<file path="src/rtl/fifo_arb_pkg.sv">
// fifo_arb_pkg: shared types and helpers for the fifo push arbiter
package fifo_arb_pkg;
  typedef enum logic {ARB_IDLE, ARB_GRANT} arb_state_t;
  function automatic int src_id_width(input int n);
    return $clog2(n);
  endfunction
endpackage

</file>
<file path="src/rtl/fifo_push_arbiter_if.sv">
// fifo_push_arbiter_if: producer handshakes plus fifo push side of the arbiter
interface fifo_push_arbiter_if #(parameter int NUM_REQ = 4, parameter int DATA_WIDTH = 8);
  import fifo_arb_pkg::*;
  localparam int IW = src_id_width(NUM_REQ);
  logic [NUM_REQ-1:0] req_valid;
  logic [NUM_REQ-1:0] req_ready;
  logic [NUM_REQ*DATA_WIDTH-1:0] req_data;
  logic fifo_full;
  logic fifo_push;
  logic [DATA_WIDTH-1:0] fifo_data_in;
  logic [IW-1:0] fifo_src_id;
  logic grant_active;
  logic [IW-1:0] grant_id;
  modport master(input req_valid, req_data, fifo_full,
                 output req_ready, fifo_push, fifo_data_in, fifo_src_id, grant_active, grant_id);
  modport slave(output req_valid, req_data, fifo_full,
                input req_ready, fifo_push, fifo_data_in, fifo_src_id, grant_active, grant_id);
endinterface

</file>
<file path="src/rtl/rr_priority_pick.sv">
// rr_priority_pick: first set request after rr_ptr, searching with wrap
module rr_priority_pick
  import fifo_arb_pkg::*;
#(
  parameter int N = 4,
  localparam int IW = src_id_width(N)
) (
  input  logic [N-1:0]  req,
  input  logic [IW-1:0] rr_ptr,
  output logic          found,
  output logic [IW-1:0] idx
);
  logic [IW-1:0] start;
  logic [IW-1:0] off;
  logic [N-1:0]  rot;
  logic [IW:0]   sum;
  // rotate so rr_ptr+1 lands at bit 0, take the lowest set bit, rotate the index back
  always_comb begin
    start = (rr_ptr == IW'(N - 1)) ? '0 : rr_ptr + 1'b1;
    rot = N'({req, req} >> start);
    off = '0;
    for (int j = N - 1; j >= 0; j--) off = rot[j] ? IW'(j) : off;
    sum = {1'b0, start} + {1'b0, off};
    idx = IW'((sum >= (IW + 1)'(N)) ? sum - (IW + 1)'(N) : sum);
    found = |req;
  end
endmodule

</file>
<file path="src/rtl/fifo_push_arbiter.sv">
// fifo_push_arbiter: round-robin burst-locked sharing of one fifo push port
module fifo_push_arbiter
  import fifo_arb_pkg::*;
#(
  parameter int NUM_REQ    = 4,
  parameter int DATA_WIDTH = 8,
  parameter int BURST_MAX  = 4
) (
  input logic clk,
  input logic reset,
  fifo_push_arbiter_if.master bus
);
  localparam int IW = src_id_width(NUM_REQ);
  localparam int BW = $clog2(BURST_MAX + 1);
  arb_state_t state;
  logic [IW-1:0] rr_ptr;
  logic [IW-1:0] grant;
  logic [BW-1:0] beat_cnt;
  logic [IW-1:0] pick;
  logic found;
  logic held;
  logic g_valid;
  logic xfer;
  logic last_beat;
  rr_priority_pick #(.N(NUM_REQ)) u_pick (
    .req(bus.req_valid),
    .rr_ptr(rr_ptr),
    .found(found),
    .idx(pick)
  );
  // grant-side handshake and push muxing; everything is forced quiet while reset is high
  always_comb begin
    held = !reset && state == ARB_GRANT;
    g_valid = bus.req_valid[grant];
    xfer = held && g_valid && !bus.fifo_full;
    last_beat = beat_cnt == BW'(BURST_MAX - 1);
    bus.req_ready = (held && !bus.fifo_full) ? NUM_REQ'(1) << grant : '0;
    bus.fifo_push = xfer;
    bus.fifo_data_in = xfer ? bus.req_data[grant*DATA_WIDTH +: DATA_WIDTH] : '0;
    bus.fifo_src_id = xfer ? grant : '0;
    bus.grant_active = held;
    bus.grant_id = held ? grant : '0;
  end
  // arbitration FSM: pick in IDLE, hold the grant until the burst cap or a valid drop
  always_ff @(posedge clk) begin
    if (reset) begin
      state <= ARB_IDLE;
      rr_ptr <= IW'(NUM_REQ - 1);
      grant <= '0;
      beat_cnt <= '0;
    end else if (state == ARB_IDLE) begin
      if (found) begin
        grant <= pick;
        state <= ARB_GRANT;
      end
    end else if (!g_valid || (xfer && last_beat)) begin
      rr_ptr <= grant;
      beat_cnt <= '0;
      state <= ARB_IDLE;
    end else if (xfer) begin
      beat_cnt <= beat_cnt + 1'b1;
    end
  end
endmodule

</file>
<file path="src/flat_wrapper.sv">
// flat-port wrapper written by rule: the top's interface ports become plain ports
module fifo_push_arbiter_flat import fifo_arb_pkg::*;
#(
  parameter int NUM_REQ    = 4,
  parameter int DATA_WIDTH = 8,
  parameter int BURST_MAX  = 4
)
  (clk, reset, bus_req_valid, bus_req_data, bus_fifo_full, bus_req_ready, bus_fifo_push, bus_fifo_data_in, bus_fifo_src_id, bus_grant_active, bus_grant_id);
  fifo_push_arbiter_if #(.NUM_REQ(NUM_REQ), .DATA_WIDTH(DATA_WIDTH)) bus_i ();
  input logic clk;
  input logic reset;
  input wire logic [$bits(bus_i.req_valid)-1:0] bus_req_valid;
  input wire logic [$bits(bus_i.req_data)-1:0] bus_req_data;
  input wire logic [$bits(bus_i.fifo_full)-1:0] bus_fifo_full;
  output wire logic [$bits(bus_i.req_ready)-1:0] bus_req_ready;
  output wire logic [$bits(bus_i.fifo_push)-1:0] bus_fifo_push;
  output wire logic [$bits(bus_i.fifo_data_in)-1:0] bus_fifo_data_in;
  output wire logic [$bits(bus_i.fifo_src_id)-1:0] bus_fifo_src_id;
  output wire logic [$bits(bus_i.grant_active)-1:0] bus_grant_active;
  output wire logic [$bits(bus_i.grant_id)-1:0] bus_grant_id;
  assign bus_i.req_valid = bus_req_valid;
  assign bus_i.req_data = bus_req_data;
  assign bus_i.fifo_full = bus_fifo_full;
  assign bus_req_ready = bus_i.req_ready;
  assign bus_fifo_push = bus_i.fifo_push;
  assign bus_fifo_data_in = bus_i.fifo_data_in;
  assign bus_fifo_src_id = bus_i.fifo_src_id;
  assign bus_grant_active = bus_i.grant_active;
  assign bus_grant_id = bus_i.grant_id;
  fifo_push_arbiter #(.NUM_REQ(NUM_REQ), .DATA_WIDTH(DATA_WIDTH), .BURST_MAX(BURST_MAX)) u_core (.clk(clk), .reset(reset), .bus(bus_i));
endmodule
</file>
<file path="config.mk">
export PLATFORM = sky130hd
export DESIGN_NAME = fifo_push_arbiter_flat
export DESIGN_NICKNAME = d
export VERILOG_FILES = /design/src/rtl/fifo_arb_pkg.sv /design/src/rtl/fifo_push_arbiter_if.sv /design/src/rtl/rr_priority_pick.sv /design/src/rtl/fifo_push_arbiter.sv /design/src/flat_wrapper.sv
export SDC_FILE = /design/constraint.sdc
export NUM_CORES = 1
export LEC_CHECK = 0
export BUFFER_PORTS_ARGS = -buffer_cell sky130_fd_sc_hd__buf_2
export CORE_MARGIN = 8
export CORE_UTILIZATION = 41
export DETAILED_ROUTE_END_ITERATION = 7
export GPL_ROUTABILITY_DRIVEN = 1
export PLACE_DENSITY_LB_ADDON = 0.3
export SLEW_MARGIN = 40
export SYNTH_ARGS = -nofsm -noshare
export SYNTH_HDL_FRONTEND = slang
export SYNTH_HIERARCHICAL = 1
export SYNTH_SLANG_ARGS = --single-unit
</file>
<file path="constraint.sdc">
create_clock -name clk -period 2.2 [get_ports clk]
set_clock_uncertainty 0.05 [all_clocks]
set_input_delay 0.22 -clock clk [delete_from_list [all_inputs] [get_ports clk]]
set_output_delay 0.22 -clock clk [all_outputs]
set_load 0.02 [all_outputs]
</file>
==> summary.md, run 1 <==
| Metric | Value |
|---|---|
| Clock sink total | 8 |
| Initial antenna violation count | 0 |
| Post-synth EDFFs | 0 |
| Synth Cell Area | 855 sq um |
| Row count | 16 |
| Worst setup margin | 176 ps |
| Routed length per instance | 15.1 microns |
| Leak | 0.000618 uW |
| Reg2reg setup slack | 490 ps |
| Register area share after synthesis | 18.7% |
| Max-slew violations | 0 |
| Fmax | 494 MHz |
| Worst Hold Class | in2reg |
| Skew-Pair Late Insertion Delay | 250 ps |
| Post-CTS setup buffers | 0 |
| Gr usage total | 14.5% |
| Cell count of the worst reg-to-reg path | 5 |
| Net count after synthesis | 136 |
| Crit-path max FO | 14 |
| Setup WS pre-CTS | 438 ps |
| Hold path start | reset |
| Setup TNS | 0 ps |
| Diodes inserted | 0 |
| Post-CTS Resized | 0 |
| Placer Congestion | 0.778 |
| Fin nets | 194 |
| Crit share post-route | 92.0% |
| Pre-antenna DRT Iters | 4 |
| Vias per inst | 5.38 |
| CP Cell Sequence | buf_4 > mux4_1 > and3_1 > buf_2 |
| Num ports | 57 |
| Slew HR | 80.8% |
| Crit. End Element | output port |
| Area growth syn-to-layout | 38.1% |
| Hold bufs inserted after CTS | 0 |
| Die height | 61.7 microns |
| Fill count | 195 |
| Synth top area cells | dfxtp_1, mux4_2, mux4_1 |
| Cell variety after synth | 33 |
| Via count | 953 |
| Share of layout cells above drive strength 1 | 46.7% |
| Ys async rst share | 0% |
| GRT Residual Overflow | 0 |
| Peak supply drop | 329 uV |
| Worst Tran Pin Value | 288 ps |
| Final min period | 2020 ps |
| Worst EP arrival | 1750 ps |
| Max Cap Viol | 0 |
| Startpoint types | register |
| Worst hold slack | 249 ps |
| Post-synthesis cell count | 94 |
| PortBufs | 56 |
| Most used DFF post-synth | dfxtp_1 |
| TritonCTS Buffers | 3 |
| Routed WL | 2.67 mm |
| Die X-Extent | 61.7 microns |
| Starting density of the core | 43.6% |
| Ys Warns | 6 |
| RR Startpoint | u_core/beat_cnt[0] |
| RSZ-0062 raised after global routing | no |
| Cells on Worst Hold Path | 2 |
| # DRC | 0 |
| WS Path Type | reg2out |
| Hold Crit Endpoint | u_core/grant[1] |
| Synth Register Bits | 8 |
| Maximum clock path buffer count | 2 |
| Most frequent cells after synthesis | nor2_1, and3_1, dfxtp_1, inv_1, nand2_1 |
| First-pass GRT wire length | 4.25 mm |
| ANT nets after route | 0 |
| CTS Root Cell | clkbuf_4 |
| Area share of the largest cell type after synthesis | 18.7% |
| Top-count cell post-synth | nor2_1 |
| CP Buf/Inv Count | 2 |
| 1st-iter DRT viols | 16 |
| Vias in the first global route | 948 |
| Crit path max-delay family | multiplexers |
| Core footprint | 1960 sq um |
| CTS H-Tree Depth | 1 |
| Die ar. | 3800 sq um |
| Cell taking the most area after synthesis | dfxtp_1 |
| Fin. Hold Viols | 0 |
| CTS clk-pin slew, worst paths | 60 ps |
| Power density cells | 443 nW/um^2 |
| Status | complete, no violations |
| Critical R2R Capture | u_core/rr_ptr[1] |
| Final setup fails | 0 |
| Critical path data required time | 1930 ps |
| Slowest CP cell | mux4_1 |
| Largest net degree at the start of global routing | 17 |
| Avg Cell Area, Syn | 9.09 sq um |
| Largest stage delay on the critical path | 570 ps |
| Detailed Place HPWL | 2.23 mm |
| CTS tree | built |
-- cells by family after synthesis --
group / after synthesis / synth area share [%]
flops: 8 / 18.7
mux: 13 / 30.2
buf+inv: 14 / 7.47
simple gates: 41 / 25.9
fa+ha+maj: 3 / 4.39
compound gates: 15 / 13.3
-- final cells by class --
cell class | count | area [sq um] | area share (%)
clock buffer | 3 | 22.5 | 1.91
timing repair buffer | 59 | 303 | 25.7
multi-input combinational | 72 | 631 | 53.4
inverter | 8 | 30.0 | 2.55
tap | 27 | 33.8 | 2.86
sequential | 8 | 160 | 13.6
-- report_power, final --
group	switching (uW)	internal, uW
registers	11.8	158
clock network	51.5	62.6
logic	118	121
-- metal layers --
metal  part of all wire [%]  GRT usage, %
met5                      0             0
met4                      0          2.92
met3                     10          3.34
met2                     51          26.4
met1                     39          16.6
-- how the worst max path moves through the flow --
stage,from,endpoint,slack (ps),cells past startpoint
3_5_place_dp,u_core/grant[0],bus_fifo_data_in[7],440,4
4_1_cts,u_core/grant[0],bus_fifo_data_in[7],150,4
6_report,u_core/grant[0],bus_fifo_data_in[7],180,4
5_1_grt,u_core/grant[0],bus_fifo_data_in[0],90,4
2_1_floorplan,u_core/grant[0],bus_fifo_data_in[3],530,4
3_3_place_gp,u_core/grant[0],bus_fifo_data_in[2],470,4
-- placed cells by master (no fill, tap or decap), types with 2 or more instances in the layout --
cell type,instances
inv_1,8
nand4_1,3
nor2_1,11
nand2_1,6
and3_1,10
nor2b_1,2
mux4_2,5
mux2i_1,4
buf_2,56
mux4_1,4
o21ai_1,2
ha_1,3
dfxtp_1,8
o31ai_1,3
clkbuf_4,3
nor3_1,4
buf_4,3
o21ai_0,2
-- metrics by stage --
| step | cell area [sq um] | util (%) | instances | power (uW) |
|---|---|---|---|---|
| finish | 1180 | 60.1 | 177 | 523 |
| global route | 1180 | 60.1 | 177 | 566 |
| CTS | 1180 | 60.1 | 177 | 531 |
| detailed placement | 1160 | 59.0 | 174 | 413 |
| global placement | 1160 | 59.0 | 174 | 404 |
| floorplan | 855 | - | 94 | 342 |
-- flip-flops by register name, summed over array words and instances (netlist names) --
signal,count
u_core/beat_cnt,3
u_core/grant,2
u_core/rr_ptr,2
u_core/state,1
Power figures use the tool's default switching activity.
==> inputs of run 2 (changes only) <==
ABC_AREA = 1   (was unset)
CORE_UTILIZATION = 42   (was 41)
SETUP_SLACK_MARGIN = 0.02   (was unset)
SYNTH_HIERARCHICAL = unset   (was 1)
==> summary.md, run 2 <==
| Metric | Value |
|---|---|
| Critical path data required time | 1930 ps (about the same) |
| TritonCTS Buffers | 3 (unchanged) |
| Core footprint | 1980 sq um (was 1960 sq um) |
| Largest registers | u_core.beat_cnt x3, u_core.grant x2, u_core.rr_ptr x2 (was u_core/beat_cnt x3, u_core/grant x2, u_core/rr_ptr x2) |
| Post-synth EDFFs | 0 (unchanged) |
| Worst Hold Class | in2reg (unchanged) |
| Top-count cell post-synth | nand2_1 (was nor2_1) |
| Cell count of the worst reg-to-reg path | 12 (was 5) |
| CTS Root Cell | clkbuf_4 (unchanged) |
| Hold Crit Endpoint | u_core.beat_cnt[1] (was u_core/grant[1]) |
| Placer Congestion | 0.854 (was 0.778) |
| Net count after synthesis | 199 (was 136) |
| Peak supply drop | 333 uV (was 329 uV) |
| Cell variety after synth | 21 (was 33) |
| Initial antenna violation count | 0 (unchanged) |
| Die height | 62.0 microns (was 61.7 microns) |
| Cells on Worst Hold Path | 2 (unchanged) |
| RR Startpoint | u_core.rr_ptr[0] (was u_core/beat_cnt[0]) |
| Multi-input combinational cell area | 624 sq um (was 631 sq um) |
| Synth Register Bits | 8 (unchanged) |
| Routed length per instance | 12.7 microns (was 15.1 microns) |
| Finished Core Util | 61.5% (was 60.1%) |
| Setup TNS | 0 ps (unchanged) |
| Vias in the first global route | 1071 (was 948) |
| Ys Warns | 0 (was 6) |
| Post-CTS Resized | 0 (unchanged) |
| Fin nets | 258 (was 194) |
| Worst EP arrival | 1700 ps (was 1750 ps) |
| Fmax | 509 MHz (was 494 MHz) |
| Die X-Extent | 62.0 microns (was 61.7 microns) |
| Area share of the largest cell type after synthesis | 22.8% (was 18.7%) |
| Detailed Place HPWL | 2.56 mm (was 2.23 mm) |
| Final setup fails | 0 (unchanged) |
| Largest net degree at the start of global routing | 13 (was 17) |
| Diodes inserted | 0 (unchanged) |
| Post-CTS setup buffers | 0 (unchanged) |
| Reg2reg setup slack | 420 ps (was 490 ps) |
| Starting density of the core | 44.9% (was 43.6%) |
| Vias per inst | 5.00 (was 5.38) |
| Area growth syn-to-layout | 37.0% (was 38.1%) |
| CTS tree | built (unchanged) |
| First-pass GRT wire length | 4.52 mm (was 4.25 mm) |
| Fill count | 183 (was 195) |
| Max Cap Viol | 0 (unchanged) |
| WS Path Type | reg2out (unchanged) |
| 1st-iter DRT viols | 73 (was 16) |
| Fin. Hold Viols | 0 (unchanged) |
| Skew-Pair Late Insertion Delay | 260 ps (was 250 ps) |
| Worst Tran Pin Value | 311 ps (was 288 ps) |
| # DRC | 0 (unchanged) |
| ANT nets after route | 0 (unchanged) |
| Power density cells | 632 nW/um^2 (was 443 nW/um^2) |
| Reg with most FFs | u_core.beat_cnt (was u_core/beat_cnt) |
| Slew HR | 79.1% (was 80.8%) |
| CTS clk-pin slew, worst paths | 60 ps (about the same) |
| Synth top area cells | nand2_1, dfxtp_1, inv_1 (was dfxtp_1, mux4_2, mux4_1) |
| Synth Cell Area | 890 sq um (was 855 sq um) |
| Crit-path max FO | 12 (was 14) |
| Most frequent cells after synthesis | nand2_1, inv_1, nor2_1, nand3_1 (was nor2_1, and3_1, dfxtp_1, inv_1, nand2_1) |
| Crit share post-route | 89.3% (was 92.0%) |
| Gr usage total | 15.1% (was 14.5%) |
| Max-slew violations | 0 (unchanged) |
| Share of layout cells above drive strength 1 | 36.0% (was 46.7%) |
| Maximum clock path buffer count | 2 (unchanged) |
| Critical R2R Capture | u_core.grant[1] (was u_core/rr_ptr[1]) |
| Num ports | 57 (unchanged) |
| Ys async rst share | 0% (unchanged) |
| Commonest non-fill, non-tap cell in the layout | buf_2 (unchanged) |
| Cell taking the most area after synthesis | nand2_1 (was dfxtp_1) |
| Startpoint types | register (unchanged) |
| CTS H-Tree Depth | 1 (unchanged) |
| Most frequent cells in the layout | buf_2, nand2_1, inv_1 (was buf_2, nor2_1, and3_1) |
| RSZ-0062 raised after global routing | no (unchanged) |
| Final min period | 1970 ps (was 2020 ps) |
| Leak | 0.000711 uW (was 0.000618 uW) |
| Avg Cell Area, Syn | 5.67 sq um (was 9.09 sq um) |
| Post-synthesis cell count | 157 (was 94) |
| GRT Residual Overflow | 0 (unchanged) |
| Most used DFF post-synth | dfxtp_1 (unchanged) |
| Crit. End Element | output port (unchanged) |
| Max reg flops | 3 (unchanged) |
| Status | complete, no violations (unchanged) |
| Register area share after synthesis | 18.0% (was 18.7%) |
| Via count | 1206 (was 953) |
| Routed WL | 3.05 mm (was 2.67 mm) |
| Register cell area after layout | 160 sq um (unchanged) |
| Die ar. | 3850 sq um (was 3800 sq um) |
| Hold path start | reset (unchanged) |
| PortBufs | 56 (unchanged) |
| Row count | 16 (unchanged) |
| Hold bufs inserted after CTS | 0 (unchanged) |
| Clock sink total | 8 (unchanged) |
| Pre-antenna DRT Iters | 4 (unchanged) |
run 2: cell types whose count changed in the layout (fill, tap and decap cells not counted), moves of 8 or more:
cell and change:
nand2_1 +47, inv_1 +14, nand3_1 +11, and3_1 -10
a22oi_1 +8, a31oi_1 +8
run 2: cell families (layout without fill, tap and decap cells):
group	after synthesis	count (layout)	synth area share, %
AND/OR/NAND/NOR	88	88	43.5
flip-flops	8	8	18.0
AO/OA/AOI/OAI	30	30	22.2
adder cells (fa/ha/maj)	3	3	4.22
buffers and inverters	28	85	12.1
run 2: through the flow:
step | setup WS (ps) | instances | hold WS (ps) | power, uW | instance area (sq um)
after floorplan | 427 | 157 | 389 | 539 | 890
after global placement | 467 | 238 | 402 | 636 | 1190
after detailed placement | 392 | 238 | 407 | 652 | 1190
after CTS | 110 | 241 | 181 | 769 | 1220
after global routing | 60.0 | 241 | 187 | 845 | 1220
final | 235 | 241 | 187 | 770 | 1220
run 2: cell type report:
class	count	area share, %
Clock buffer	3	1.85
Inverter	26	8.01
Multi-Input combinational cell	121	51.2
Sequential cell	8	13.1
Tap cell	27	2.77
Timing Repair Buffer	56	23.0
run 2: where the power goes:
group	leakage (uW)	total, uW	internal, uW	switching [uW]
combinational	0.000632	469	164	305
sequential	0.0000658	186	166	19.7
clock	0.0000138	116	62.7	53.1
run 2: worst max path at each step:
| stage | slack [ps] | from | end |
|---|---|---|---|
| after floorplan | 430 | u_core.state | bus_fifo_data_in[0] |
| after global placement | 470 | u_core.grant[1] | bus_fifo_data_in[0] |
| after detailed placement | 390 | u_core.grant[1] | bus_fifo_data_in[0] |
| after CTS | 110 | u_core.grant[0] | bus_fifo_data_in[0] |
| after global routing | 60 | u_core.grant[1] | bus_fifo_data_in[2] |
| final | 230 | u_core.grant[1] | bus_fifo_data_in[1] |
run 2: worst max-delay path, stage by stage (launching register included):
cell     delay [ps]
dfxtp_1         330
inv_2           110
nand2_1         100
o22ai_1         170
a21oi_2          50
o21ai_2         100
nand2_2         200
a31oi_1         190
buf_2           190
run 2: metal layers:
| layer | routed length (microns) | up-vias | global-route usage, % |
|---|---|---|---|
| li1 | - | 626 | - |
| met3 | 375 | 6 | 4.12 |
| met5 | 0 | - | 0 |
| met4 | 38 | 0 | 4.87 |
| met1 | 1280 | 519 | 18.5 |
| met2 | 1360 | 55 | 24.6 |
